[src/rtl/protocol_pkg.sv]
// rtl/protocol_pkg.sv - shared types and constants for the voice allocator
// Purpose: request record, wave generator command encodings and default widths
//          shared by the allocator, its age tracker and the surrounding synth chain.
// Ports:   none (package).
package protocol_pkg;

    localparam int N_OSCILLATORS  = 4;
    localparam int FIXED_POINT    = 16;
    localparam int PKG_FREQ_WIDTH = 32;
    localparam int PKG_ID_WIDTH   = 7;

    localparam logic [7:0] WAVEGEN_CMD_OFF   = 8'b00;
    localparam logic [7:0] WAVEGEN_CMD_RESET = 8'b11;
    localparam logic [7:0] WAVEGEN_CMD_RUN   = 8'b10;

    typedef struct packed {
        logic                      on;
        logic [PKG_ID_WIDTH-1:0]   id;
        logic [PKG_FREQ_WIDTH-1:0] freq;
    } voice_req_t;

    // Frequency given in hundredths of a hertz -> fixed-point word.
    function automatic logic [PKG_FREQ_WIDTH-1:0] centihz_to_fixed(input int unsigned centihz);
        logic [63:0] wide;
        wide = (64'(centihz) << FIXED_POINT) / 64'd100;
        return wide[PKG_FREQ_WIDTH-1:0];
    endfunction

endpackage

[src/rtl/voice_age_tracker.sv]
// rtl/voice_age_tracker.sv - least-recently-allocated ranking of voices
// Purpose: keeps one age rank per voice (0 = most recently touched), always a
//          permutation of 0..N-1, and reports the voice with the highest rank.
// Ports:   clk, rstn (async active-low), touch_valid/touch_idx (voice just
//          allocated), ranks (current rank per voice), oldest_idx (steal victim).
module voice_age_tracker #(
    parameter int N     = 4,
    parameter int IDX_W = $clog2(N)
) (
    input  logic                      clk,
    input  logic                      rstn,
    input  logic                      touch_valid,
    input  logic [IDX_W-1:0]          touch_idx,
    output logic [N-1:0][IDX_W-1:0]   ranks,
    output logic [IDX_W-1:0]          oldest_idx
);

    logic [N-1:0][IDX_W-1:0] ranks_q;

    // Touched voice becomes rank 0; only voices younger than it age by one,
    // so the set stays a permutation and no rank ever wraps.
    always_ff @(posedge clk or negedge rstn) begin
        if (!rstn) begin
            for (int i = 0; i < N; i++) ranks_q[i] <= IDX_W'(i);
        end else if (touch_valid) begin
            for (int i = 0; i < N; i++) begin
                if (IDX_W'(i) == touch_idx) begin
                    ranks_q[i] <= '0;
                end else if (ranks_q[i] < ranks_q[touch_idx]) begin
                    ranks_q[i] <= ranks_q[i] + 1'b1;
                end
            end
        end
    end

    always_comb begin
        oldest_idx = '0;
        for (int i = 0; i < N; i++) begin
            if (ranks_q[i] == IDX_W'(N - 1)) oldest_idx = IDX_W'(i);
        end
    end

    assign ranks = ranks_q;

endmodule

[src/rtl/voice_allocator.sv]
// rtl/voice_allocator.sv - note-on/note-off to oscillator voice allocation
// Purpose: assigns note requests to N voices, sequences the envelope restart
//          (RESET for RESET_HOLD cycles, then RUN), steals the oldest voice when
//          all are busy, and reports the enabled-voice count to the mixer.
// Ports:   clk, rstn (async active-low); req_valid/req_ready handshake with
//          req_on, req_id, req_freq; per-voice voice_cmds/voice_freq;
//          num_enabled (lags cmds by one cycle); stolen (one-cycle pulse).
module voice_allocator
    import protocol_pkg::*;
#(
    parameter int N_VOICES   = N_OSCILLATORS,
    parameter int FREQ_WIDTH = PKG_FREQ_WIDTH,
    parameter int ID_WIDTH   = PKG_ID_WIDTH,
    parameter int RESET_HOLD = 2
) (
    input  logic                                 clk,
    input  logic                                 rstn,
    input  logic                                 req_valid,
    output logic                                 req_ready,
    input  logic                                 req_on,
    input  logic [ID_WIDTH-1:0]                  req_id,
    input  logic [FREQ_WIDTH-1:0]                req_freq,
    output logic [N_VOICES-1:0][7:0]             voice_cmds,
    output logic [N_VOICES-1:0][FREQ_WIDTH-1:0]  voice_freq,
    output logic signed [31:0]                   num_enabled,
    output logic                                 stolen
);

    localparam int IDX_W = $clog2(N_VOICES);
    localparam int CNT_W = $clog2(RESET_HOLD + 1);

    typedef enum logic {S_IDLE, S_HOLD} state_t;

    state_t                              state_q;
    logic                                ready_q;
    logic [CNT_W-1:0]                    hold_cnt_q;
    logic [IDX_W-1:0]                    hold_idx_q;
    logic                                stolen_q;
    logic signed [31:0]                  num_q;
    logic [N_VOICES-1:0][7:0]            cmds_q;
    logic [N_VOICES-1:0][FREQ_WIDTH-1:0] freq_q;
    logic [N_VOICES-1:0]                 busy_q;
    logic [N_VOICES-1:0][ID_WIDTH-1:0]   id_q;

    voice_req_t       req;
    logic             transfer;
    logic             match_hit, free_hit;
    logic [IDX_W-1:0] match_idx, free_idx, oldest_idx, sel_idx;
    logic [31:0]      en_cnt;
    logic [N_VOICES-1:0][IDX_W-1:0] ranks;

    assign req      = '{on: req_on, id: req_id, freq: req_freq};
    assign transfer = req_valid && ready_q;

    // First-match priority encoders: lowest index wins in both searches.
    always_comb begin
        match_hit = 1'b0;
        match_idx = '0;
        free_hit  = 1'b0;
        free_idx  = '0;
        for (int i = 0; i < N_VOICES; i++) begin
            if (!match_hit && busy_q[i] && id_q[i] == req.id) begin
                match_hit = 1'b1;
                match_idx = IDX_W'(i);
            end
            if (!free_hit && !busy_q[i]) begin
                free_hit = 1'b1;
                free_idx = IDX_W'(i);
            end
        end
    end

    assign sel_idx = match_hit ? match_idx : (free_hit ? free_idx : oldest_idx);

    always_comb begin
        en_cnt = '0;
        for (int i = 0; i < N_VOICES; i++) en_cnt = en_cnt + {31'b0, cmds_q[i][1]};
    end

    voice_age_tracker #(.N(N_VOICES), .IDX_W(IDX_W)) u_age (
        .clk        (clk),
        .rstn       (rstn),
        .touch_valid(transfer && req.on),
        .touch_idx  (sel_idx),
        .ranks      (ranks),
        .oldest_idx (oldest_idx)
    );

    always_ff @(posedge clk or negedge rstn) begin
        if (!rstn) begin
            state_q    <= S_IDLE;
            ready_q    <= 1'b0;
            hold_cnt_q <= '0;
            hold_idx_q <= '0;
            stolen_q   <= 1'b0;
            num_q      <= '0;
            cmds_q     <= '0;
            freq_q     <= '0;
            busy_q     <= '0;
            id_q       <= '0;
        end else begin
            num_q    <= $signed(en_cnt);
            stolen_q <= 1'b0;
            case (state_q)
                S_IDLE: begin
                    ready_q <= 1'b1;
                    if (transfer) begin
                        if (req.on) begin
                            cmds_q[sel_idx] <= WAVEGEN_CMD_RESET;
                            freq_q[sel_idx] <= req.freq;
                            busy_q[sel_idx] <= 1'b1;
                            id_q[sel_idx]   <= req.id;
                            stolen_q        <= !match_hit && !free_hit;
                            hold_idx_q      <= sel_idx;
                            hold_cnt_q      <= CNT_W'(RESET_HOLD - 1);
                            ready_q         <= 1'b0;
                            state_q         <= S_HOLD;
                        end else if (match_hit) begin
                            // Frequency and rank are deliberately left alone.
                            cmds_q[match_idx] <= WAVEGEN_CMD_OFF;
                            busy_q[match_idx] <= 1'b0;
                        end
                    end
                end
                S_HOLD: begin
                    if (hold_cnt_q == '0) begin
                        cmds_q[hold_idx_q] <= WAVEGEN_CMD_RUN;
                        ready_q            <= 1'b1;
                        state_q            <= S_IDLE;
                    end else begin
                        hold_cnt_q <= hold_cnt_q - 1'b1;
                    end
                end
                default: state_q <= S_IDLE;
            endcase
        end
    end

    assign req_ready   = ready_q;
    assign voice_cmds  = cmds_q;
    assign voice_freq  = freq_q;
    assign num_enabled = num_q;
    assign stolen      = stolen_q;

endmodule

[config.mk]
export PLATFORM = sky130hd
export DESIGN_NAME = voice_allocator
export DESIGN_NICKNAME = d
export VERILOG_FILES = /design/src/rtl/protocol_pkg.sv /design/src/rtl/voice_age_tracker.sv /design/src/rtl/voice_allocator.sv
export SDC_FILE = /design/constraint.sdc
export NUM_CORES = 1
export LEC_CHECK = 0
export CAP_MARGIN = 30
export CORE_ASPECT_RATIO = 0.7
export CORE_MARGIN = 4
export CORE_UTILIZATION = 44
export DETAILED_ROUTE_END_ITERATION = 8
export GPL_ROUTABILITY_DRIVEN = 0
export PLACE_DENSITY_LB_ADDON = 0.3
export SYNTH_ARGS = -nofsm -noshare
export SYNTH_HDL_FRONTEND = slang
export SYNTH_SLANG_ARGS = --single-unit
[constraint.sdc]
create_clock -name clk -period 2.4 [get_ports clk]
set_input_delay 0.6 -clock clk [delete_from_list [all_inputs] [get_ports clk]]
set_output_delay 0.6 -clock clk [all_outputs]
set_load 0.01 [all_outputs]
==> Word level (Yosys, flattened, before mapping) <==
Cells that the tools add are included.
{ "op_classes": {"n_reduce_logical": 41, "bitwise": 12, "eq_ne": 15, "order_cmp": 10, "n_addsub": 8, "n_mux": 67} }
{ "op_table": {"columns": ["cell", "count"], "rows": [
  ["two-way mux 32 bit", 5],
  ["bitwise mux 128 bit", 1],
  ["demux 32 bit (select 2 bit)", 1],
  ["one-hot mux 32 bit (2 select lines)", 1],
  ["demux 8 bit (select 2 bit)", 3],
  ["two-way mux 2 bit", 20],
  ["bitwise AND 32 bit", 1],
  ["NOT 32 bit", 1],
  ["bitwise AND 28 bit", 1],
  ["bitwise mux 28 bit", 1],
  ["equality test 7 bit", 4],
  ["NOT 28 bit", 1],
  ["bitwise AND 24 bit", 1],
  ["two-way mux 8 bit", 3],
  ["NOT 24 bit", 1],
  ["two-way mux 1 bit", 22],
  ["logical AND 1 bit", 16],
  ["demux 7 bit (select 2 bit)", 1],
  ["AND reduction 3 bit", 4],
  ["zero test 1 bit", 10],
  ["nonzero test 2 bit", 5],
  ["less-than comparator 2 x 3 -> 1 bit, second input constant", 3],
  ["adder 2 x 1 -> 2 bit, second input constant", 4],
  ["less-than comparator 2 bit", 4],
  ["other kinds (24)", 39]
]} }
{ "totals": {"in_bits": 43, "out_inout_bits": 194, "word_cells": 176, "reg_bits": 211} }

==> Depth between registers and ports, before layout <==
Gate-level depths: netlist of run 1.
{ "depth": {"ltp_word": 25, "ltp_mapped": 11, "depth_no_buf": 9} }

==> Cells and area by module <==
From an unflattened synthesis of run 1, not the netlist that was laid out.
{ "unflattened": {"cells_unflattened": 676, "area_unflattened_um2": 9108.7} }
{ "by_module_without_submodules": {"columns": ["mod", "seq_area_each_um2", "area_per_inst_um2", "n_inst", "cells_each"], "rows": [
  ["voice_allocator", 5054.8, 8393.0, 1, 600],
  ["voice_age_tracker", 205.2, 715.7, 1, 76]
]} }

==> Worst setup path before layout of run 1 <==
Ideal clock, no wire load.
{ "synth_timing": {"kind": "input-to-reg", "start": "input req_id[3]", "end": "register id_q[1] (netlist bit)", "t_arrival_ps": 2489, "setup_slack_ps": -213, "setup_time_ps": 125, "path_buffers": 2, "required_time_ps": 2275, "stages": 9, "cell_sequence": "buf_4 > xnor2_1 > nand4_1 > nor2_1 > nor3_2 > a31o_2 > nand3_2 > buf_4 > mux2_2"} }
{ "synth_between": {"elab_chain_len": 21, "word_cells_on_any_way": 28, "classes_between": "2 x order compare; 4 x eq/ne; 11 x mux; 11 x reduce/logical"} }
{ "synth_lines": {"columns": ["element", "line", "text"], "rows": [
  ["start: declaration", "voice_allocator.sv:21", "input logic [ID_WIDTH-1:0] req_id,"],
  ["equality test 7 bit", "voice_allocator.sv:62", "if (!match_hit && busy_q[i] && id_q[i] == req.id) begin"],
  ["logical AND 1 bit", "voice_allocator.sv:62", null],
  ["two-way mux 1 bit", "voice_allocator.sv:62", null],
  ["zero test 1 bit", "voice_allocator.sv:62", null],
  ["logical AND 1 bit (2 in a row)", "voice_allocator.sv:62", null],
  ["two-way mux 1 bit", "voice_allocator.sv:62", null],
  ["zero test 1 bit", "voice_allocator.sv:62", null],
  ["logical AND 1 bit (2 in a row)", "voice_allocator.sv:62", null],
  ["(+2 left out)", null, null],
  ["logical AND 1 bit (2 in a row)", "voice_allocator.sv:62", null],
  ["two-way mux 2 bit or two-way mux 1 bit (tied branches)", "voice_allocator.sv:62", null],
  ["two-way mux 2 bit *", "voice_allocator.sv:73", "assign sel_idx = match_hit ? match_idx : (free_hit ? free_idx : oldest_idx);"],
  ["less-than comparator 2 x 3 -> 1 bit (implied by the code) or greater-or-equal comparator 2 x 1 -> 1 bit (tied branches)", "voice_allocator.sv:112", "id_q[sel_idx] <= req.id;"],
  ["logical AND 1 bit (implied by the code)", "voice_allocator.sv:112", null],
  ["two-way mux 7 bit (implied by the code)", "voice_allocator.sv:112", null],
  ["demux 7 bit (select 2 bit) *", "voice_allocator.sv:112", null],
  ["bitwise mux 28 bit *", "voice_allocator.sv:112", null],
  ["end signal: indexed assignment", "voice_allocator.sv:112", null],
  ["end: declaration", "voice_allocator.sv:43", "logic [N_VOICES-1:0][ID_WIDTH-1:0] id_q;"]
]} }
Mark *: on every way between the ends. The rest lies on a longest branch, timed or not.
A chain may end at the register's enable or synchronous reset.

==> Worst setup path in the final report of run 1 <==
{ "layout_timing": {"start": "register u_age.ranks_q, in the netlist u_age.ranks[6]", "end": "register u_age.ranks_q, in the netlist u_age.ranks[5]"} }
{ "layout_between": {"elab_chain_len": 9, "word_cells_on_any_way": 11, "classes_between": "1 x order compare; 2 x eq/ne; 6 x mux; 2 x reduce/logical"} }
{ "layout_lines": {"columns": ["element", "line", "text"], "rows": [
  ["start: declaration", "voice_age_tracker.sv:18", "logic [N-1:0][IDX_W-1:0] ranks_q;"],
  ["start signal: indexed assignment", "voice_age_tracker.sv:30", "ranks_q[i] <= ranks_q[i] + 1'b1;"],
  ["equality test 2 bit", "voice_age_tracker.sv:39", "if (ranks_q[i] == IDX_W'(N - 1)) oldest_idx = IDX_W'(i);"],
  ["two-way mux 2 bit", "voice_age_tracker.sv:39", null],
  ["two-way mux 2 bit (2 in a row)", "voice_allocator.sv:73", null],
  ["binary-select mux 2 bit (select 2 bit)", "voice_age_tracker.sv:29", "end else if (ranks_q[i] < ranks_q[touch_idx]) begin"],
  ["two-way mux 2 bit (implied by the code)", "voice_age_tracker.sv:29", null],
  ["less-than comparator 2 bit", "voice_age_tracker.sv:29", null],
  ["nonzero test 2 bit (no source line)", null, null],
  ["AND reduction 2 bit (no source line)", null, null]
]} }
Parallel ways exist; a longest one is shown, timed or not. The select of a mux whose other input is x is not followed.

==> results.json, run 1 <==
{
  "drive_gt1_frac": 0.393,
  "violations": "setup timing",
  "async_flop_share": 1.00,
  "maxSlewHeadroom": 0.543,
  "yosysUniqueCellTypes": 70,
  "startpoint_type": "register",
  "cts_buffers": 21,
  "area_growth_syn_to_layout_pct": 54.8,
  "post-route-min-period_ns": 2.60,
  "worst_slack_ns": -0.202,
  "met3WireLength_um": 1940,
  "vias": 6719,
  "p_per_area_nw_per_um2": 1330,
  "endpoint_kind": "register",
  "grt_pass1_wl_um": 40100,
  "holdCritPathClass": "in -> async",
  "wl_um": 26500,
  "drc": 0,
  "whs_ns": 0.0783,
  "rows": 44,
  "hold_buffers": 0,
  "grt_max_degree": 74,
  "first_iter_violations": 463,
  "ir_worst_vdd_mv": 0.729,
  "met1_length_um": 12400,
  "cp_num_buf_inv": 2,
  "synth-seq-area-share": 0.570,
  "num_antenna_cells": 0,
  "crit_slowest_cell": "dfstp_2",
  "final_common_cell": "dfrtp_1",
  "antenna_found_initial": 0,
  "slowest_delay_ns": 0.56,
  "worstPathArrival_ns": 3.02,
  "leakagePower_nw": 6.68,
  "cts_sinks": 210,
  "ant_nets": 0,
  "dieArea_sq_um": 23400,
  "synthFlopType": "dfrtp_1",
  "synth-edff-count": 0,
  "clkPwrFrac": 0.172,
  "path_delay_family": "compound AO/OA/AOI/OAI gates",
  "crit_type": "reg -> reg",
  "cts_tree": "built",
  "io_buffers": 207,
  "n_fill_cell": 1423,
  "fin_crit_sh": 1.08,
  "status": "complete, but fails checks",
  "multi_input_area_sq_um": 4490,
  "clock-root-buffer": "clkbuf_16",
  "drt_first_pass_iters": 4,
  "p_sw_mw": 6.27,
  "finalNetCount": 1064,
  "cts_buffer_depth": 3,
  "regArea_sq_um": 5260,
  "htree_num_levels": 1,
  "place_hpwl_um": 17300,
  "power.internal_mw": 12.7,
  "ys_ff_latch": 210,
  "synth_area_sq_um": 9230,
  "cts.clk_slew.worst_paths_ns": 0.06,
  "synthesis.instances": 691,
  "yosysWarnings": 0,
  "clkLatencyLatePin_ns": 0.50,
  "setup_viol": 124,
  "die_x_um": 181,
  "maxSlewViolCount": 0,
  "coreArea_sq_um": 20700,
  "power_mw": 19.0,
  "worst_slew_pin_slew_ns": 0.685,
  "topRoutingLayerUsed": "met4",
  "switching_share": 0.330,
  "via_per_inst": 5.15,
  "first_global_vias": 6874,
  "hold_violations": 0,
  "fmax_mhz": 384,
  "io_pins": 237,
  "path_cells": "ha_4, nand4bb_4, nand3_2, a211o_4, buf_6, a2111o_1, o211ai_2, a21oi_2, buf_6, a31o_4, a21oi_2",
  "skew_ns": 0.0208,
  "critPathMaxFanout": 5,
  "rsz0062_at_grt": "yes",
  "post_drt_wl_per_cell_um": 20.3,
  "wl_met2_um": 11800,
  "required_ns": 2.82,
  "avgSynthCellArea_sq_um": 13.4,
  "grt_remaining_overflow": 0,
  "grt.total_usage": 0.212,
  "die_h_um": 129,
  "final_cell_mix": "dfrtp_1 (206), clkdlybuf4s50_1 (199), mux2_4 (114), buf_4 (84), mux2_2 (42)",
  "comb_power_share": 0.504,
  "initial_core_util": 0.446,
  "seqPwrFrac": 0.324,
  "drv_cap": 0
}
-- power by group through the flow --
| stage | clock [mW] | combinational, mW | sequential [mW] |
|---|---|---|---|
| floorplan | 0 | 3.83 | 6.41 |
| global placement | 0 | 8.04 | 5.99 |
| detailed placement | 0 | 8.17 | 6.04 |
| CTS | 3.34 | 9.06 | 6.07 |
| global route | 3.51 | 10.1 | 6.32 |
| finish | 3.27 | 9.57 | 6.15 |
-- final timing paths --
kind | startpoint | endpoint | slack (ns) | cells after the start
setup / recovery | u_age.ranks[6] | u_age.ranks[5] | -0.20 | 11
hold / removal | rstn | voice_freq[20] | 0.08 | 1
setup reg to reg | u_age.ranks[6] | u_age.ranks[5] | -0.20 | 11
hold reg to reg | voice_cmds[21] | voice_cmds[21] | 0.49 | 1
max in group asynchronous | rstn | u_age.ranks[2] | 1.56 | 2
min in group clk | req_id[4] | id_q[18] | 0.44 | 2
-- registers in the layout, summed over array words and instances (netlist names) --
| register | count |
|---|---|
| voice_freq | 128 |
| voice_cmds | 32 |
| id_q | 28 |
| u_age.ranks | 8 |
| busy_q | 4 |
| num_enabled | 3 |
| hold_cnt_q | 2 |
| hold_idx_q | 2 |
| req_ready | 1 |
| state_q | 1 |
| stolen | 1 |
-- worst reg2reg max path: stages (launching register included) --
cell and delay [ns]:
dfstp_2 0.56, ha_4 0.16, nand4bb_4 0.14, nand3_2 0.08
a211o_4 0.30, buf_6 0.13, a2111o_1 0.46, o211ai_2 0.12
a21oi_2 0.09, buf_6 0.15, a31o_4 0.23, a21oi_2 0.11
-- what timing repair did --
item                                    4_1_cts  5_1_grt
setup buffers                                19        6
resized for setup                            90       63
endpoints found under the setup margin      198      193
pin swaps                                    26       17
hold endpoints to repair                      0        0
gates cloned                                  7        6
-- final cells by class --
type                            instances  share of cell area
Clock buffer                           32              0.0418
Inverter                               19             0.00499
Multi-Input combinational cell        429               0.314
Clock inverter                          5             0.00596
Timing Repair Buffer                  333               0.240
Sequential cell                       210               0.368
Tap cell                              276              0.0242
-- metal layers --
layer / global-route usage / up-vias
met3: 0.0477 / 32
met1: 0.319 / 3399
met2: 0.321 / 245
met5: 0 / -
li1: - / 3043
met4: 0.0379 / 0
-- synthesized netlist by cell type (2+ instances only) --
library cell	number	area share
nand4bb_1	2	0.0024
xnor2_1	17	0.016
a2bb2oi_1	2	0.0019
a31o_2	3	0.0028
inv_1	19	0.0077
xor2_1	12	0.011
ha_1	6	0.0081
a21oi_2	2	0.0019
o211ai_1	2	0.0016
nand3_1	7	0.0038
nor3_2	2	0.0022
dfstp_2	4	0.011
buf_4	41	0.033
mux2_2	150	0.18
o21ai_0	14	0.0076
a21o_1	5	0.0041
nand4_1	9	0.0061
nor4_1	3	0.0020
a21boi_0	2	0.0016
mux2i_1	2	0.0022
nor2_1	15	0.0061
dfrtp_1	206	0.56
buf_6	4	0.0049
nor2b_1	14	0.0095
nor3_1	5	0.0027
nand2b_1	2	0.0014
o31ai_1	6	0.0049
nand2_1	24	0.0098
nand3_2	2	0.0022
and2_1	15	0.010
clkbuf_1	7	0.0028
a21oi_1	21	0.011
mux2_1	6	0.0073
a31oi_1	9	0.0061
buf_2	9	0.0049
nor4_2	4	0.0054
o22ai_1	2	0.0014
nor3b_1	2	0.0016
o211a_1	2	0.0022
and3_1	2	0.0014
-- cells by family after synthesis --
| family | count (synthesis) | share of synthesized area |
|---|---|---|
| xor gates and xnor gates | 29 | 0.0275 |
| and+or+nand+nor | 119 | 0.0775 |
| DFF | 210 | 0.570 |
| adders and majority gates | 7 | 0.0103 |
| muxes | 158 | 0.193 |
| other | 1 | 0.000406 |
| buffers and inverters | 80 | 0.0537 |
| AOI/OAI and AO/OA | 87 | 0.0681 |
-- metrics by stage --
| step | setup slack [ns] | cells | TNS [ns] | utilization | area [sq um] |
|---|---|---|---|---|---|
| global placement | -0.946 | 1232 | -155.06 | 0.606 | 12500 |
| CTS | -0.180 | 1294 | -6.88 | 0.671 | 13900 |
| detailed placement | -0.958 | 1232 | -156.47 | 0.606 | 12500 |
| global route | -0.268 | 1304 | -23.66 | 0.690 | 14300 |
| finish | -0.202 | 1304 | -13.25 | 0.690 | 14300 |
| floorplan | -0.101 | 719 | -6.57 | - | 9820 |
Note: power is estimated with default switching activity, not from simulation.
==> inputs of run 2 (changes only) <==
- REMOVE_ABC_BUFFERS: unset -> 1
==> run 2 against run 1 <==
  * The flow still finishes with violations (setup timing)
  * Clock skew fell by 0.012 ns
  * Clock power rose by 14%
  * Via count rose by 1.1%
  * Setup slack improved by 0.086 ns
  * Sequential share of layout area rose by 0.49 points
  * Cell area fell by 1.3%
  * Critical endpoint is now u_age.ranks[6]
  * Largest cell class unchanged
==> results.json, run 2 (synthesis gave the netlist of run 1 again) <==
{
  "io_pins": 237,
  "cp_common_cell": "a211o_4",
  "power.internal_mw": 12.6,
  "required_ns": 2.81,
  "worst_slew_pin_slew_ns": 0.562,
  "final_cell_mix": "dfrtp_1 (205), clkdlybuf4s50_1 (199), mux2_2 (105), buf_4 (85), mux2_4 (51)",
  "place_hpwl_um": 17200,
  "drive_gt1_frac": 0.381,
  "cts_buffers": 22,
  "hold_buffers": 0,
  "first_iter_violations": 393,
  "setup_viol": 109,
  "antenna_found_initial": 0,
  "place_area_sq_um": 12100,
  "clkPwrFrac": 0.198,
  "skew_ns": 0.00859,
  "comb_power_share": 0.481,
  "hold_violations": 0,
  "crit_slowest_cell": "dfstp_2",
  "vias": 6790,
  "fmax_mhz": 397,
  "slowest_delay_ns": 0.55,
  "drt_first_pass_iters": 4,
  "wl_um": 26900,
  "endpoint_kind": "register",
  "drc": 0,
  "initial_core_util": 0.446,
  "cts_tree": "built",
  "violations": "setup timing",
  "whs_ns": 0.0881,
  "holdCritPathClass": "in -> async",
  "maxSlewHeadroom": 0.625,
  "final_common_cell": "dfrtp_1",
  "startpoint_type": "register",
  "grt_pass1_wl_um": 40600,
  "p_sw_mw": 6.13,
  "drv_cap": 0,
  "crit_type": "reg -> reg",
  "tns_ns": -5.08,
  "maxSlewViolCount": 0,
  "clkLatencyLatePin_ns": 0.49,
  "crit_start": "u_age.ranks[5]",
  "finalNetCount": 1063,
  "io_buffers": 207,
  "first_global_vias": 7019,
  "critPathMaxFanout": 7,
  "htree_num_levels": 1,
  "clock-root-buffer": "clkbuf_16",
  "p_per_area_nw_per_um2": 1330,
  "largest_reg_flops": 128,
  "coreArea_sq_um": 20700,
  "post-route-min-period_ns": 2.52,
  "leakagePower_nw": 6.43,
  "ir_worst_vdd_mv": 0.641,
  "ant_nets": 0,
  "via_per_inst": 5.20,
  "grt_max_degree": 63,
  "cts_sinks": 210,
  "rsz0062_at_grt": "yes",
  "rows": 44,
  "grt_remaining_overflow": 0,
  "post_drt_wl_per_cell_um": 20.6,
  "area_growth_syn_to_layout_pct": 52.8,
  "die_x_um": 181,
  "cts_buffer_depth": 3,
  "worst_slack_ns": -0.116,
  "die_h_um": 129,
  "dieArea_sq_um": 23400,
  "cts.clk_slew.worst_paths_ns": 0.06,
  "worstPathArrival_ns": 2.93,
  "switching_share": 0.326,
  "status": "complete, but fails checks",
  "final_area_sq_um": 14100,
  "utilization": 0.681,
  "r2r-start": "u_age.ranks[5]",
  "seqPwrFrac": 0.321,
  "grt.total_usage": 0.217,
  "num_antenna_cells": 0,
  "path_cells": "ha_4, buf_6, nand4bb_4, nand3_2, a211o_4, a2111oi_4, a211o_4, nor2_2, o211a_1, o32a_1",
  "fin_crit_sh": 1.05
}
[run 2: cell type report]
| cell class | count | area (sq um) |
|---|---|---|
| clock buffer | 30 | 622 |
| clock inverter | 10 | 179 |
| fill | 1471 | 6600 |
| inverter | 19 | 71.3 |
| multi-input combinational | 429 | 4200 |
| sequential | 210 | 5260 |
| tap | 276 | 345 |
| timing repair buffer | 331 | 3420 |
[run 2: path summary, 6_finish.rpt]
path	to	slack, ns	cells after the start
max in group asynchronous	voice_freq[126]	1.63	2
setup reg to reg	u_age.ranks[6]	-0.12	10
min in group clk	id_q[11]	0.45	2
hold reg to reg	voice_cmds[22]	0.48	1
hold / removal	u_age.ranks[3]	0.09	1
setup / recovery	u_age.ranks[6]	-0.12	10
[run 2: per-layer routing]
layer	part of all wire	track usage	up-vias
met3	0.082	0.0671	37
met4	0.017	0.0410	0
met1	0.47	0.317	3462
li1	-	-	3047
met5	0	0	-
met2	0.43	0.327	244
[run 2: worst max-delay path: cells and delay by family (launching register included)]
family / cells / cell delay (ns)
AOI/OAI and AO/OA: 5 / 1.39
adders and majority gates: 1 / 0.13
buffers and inverters: 1 / 0.09
DFF: 1 / 0.55
and+or+nand+nor: 3 / 0.27
[run 2: metrics by stage]
stage | power, mW | worst slack, ns | cells
2_1_floorplan | 9.47 | -1.82 | 658
3_3_place_gp | 13.5 | -0.928 | 1233
3_5_place_dp | 13.7 | -0.999 | 1233
4_1_cts | 18.1 | -0.0924 | 1292
5_1_grt | 19.8 | -0.191 | 1305
6_report | 18.8 | -0.116 | 1305
[run 2: power by group through the flow]
stage          clock [mW]  combinational [mW]  sequential (mW)
2_1_floorplan           0                3.06             6.41
3_3_place_gp            0                7.57             5.89
3_5_place_dp            0                7.71             5.97
4_1_cts              3.80                8.30             5.96
5_1_grt              3.97                9.60             6.21
6_report             3.72                9.02             6.03
[run 2: what timing repair did]
action | CTS | global route
buffers inserted | 12 | 15
gates resized for setup | 72 | 108
endpoints found under the setup margin | 199 | 192
cloned | 8 | 4
pin swaps | 30 | 13
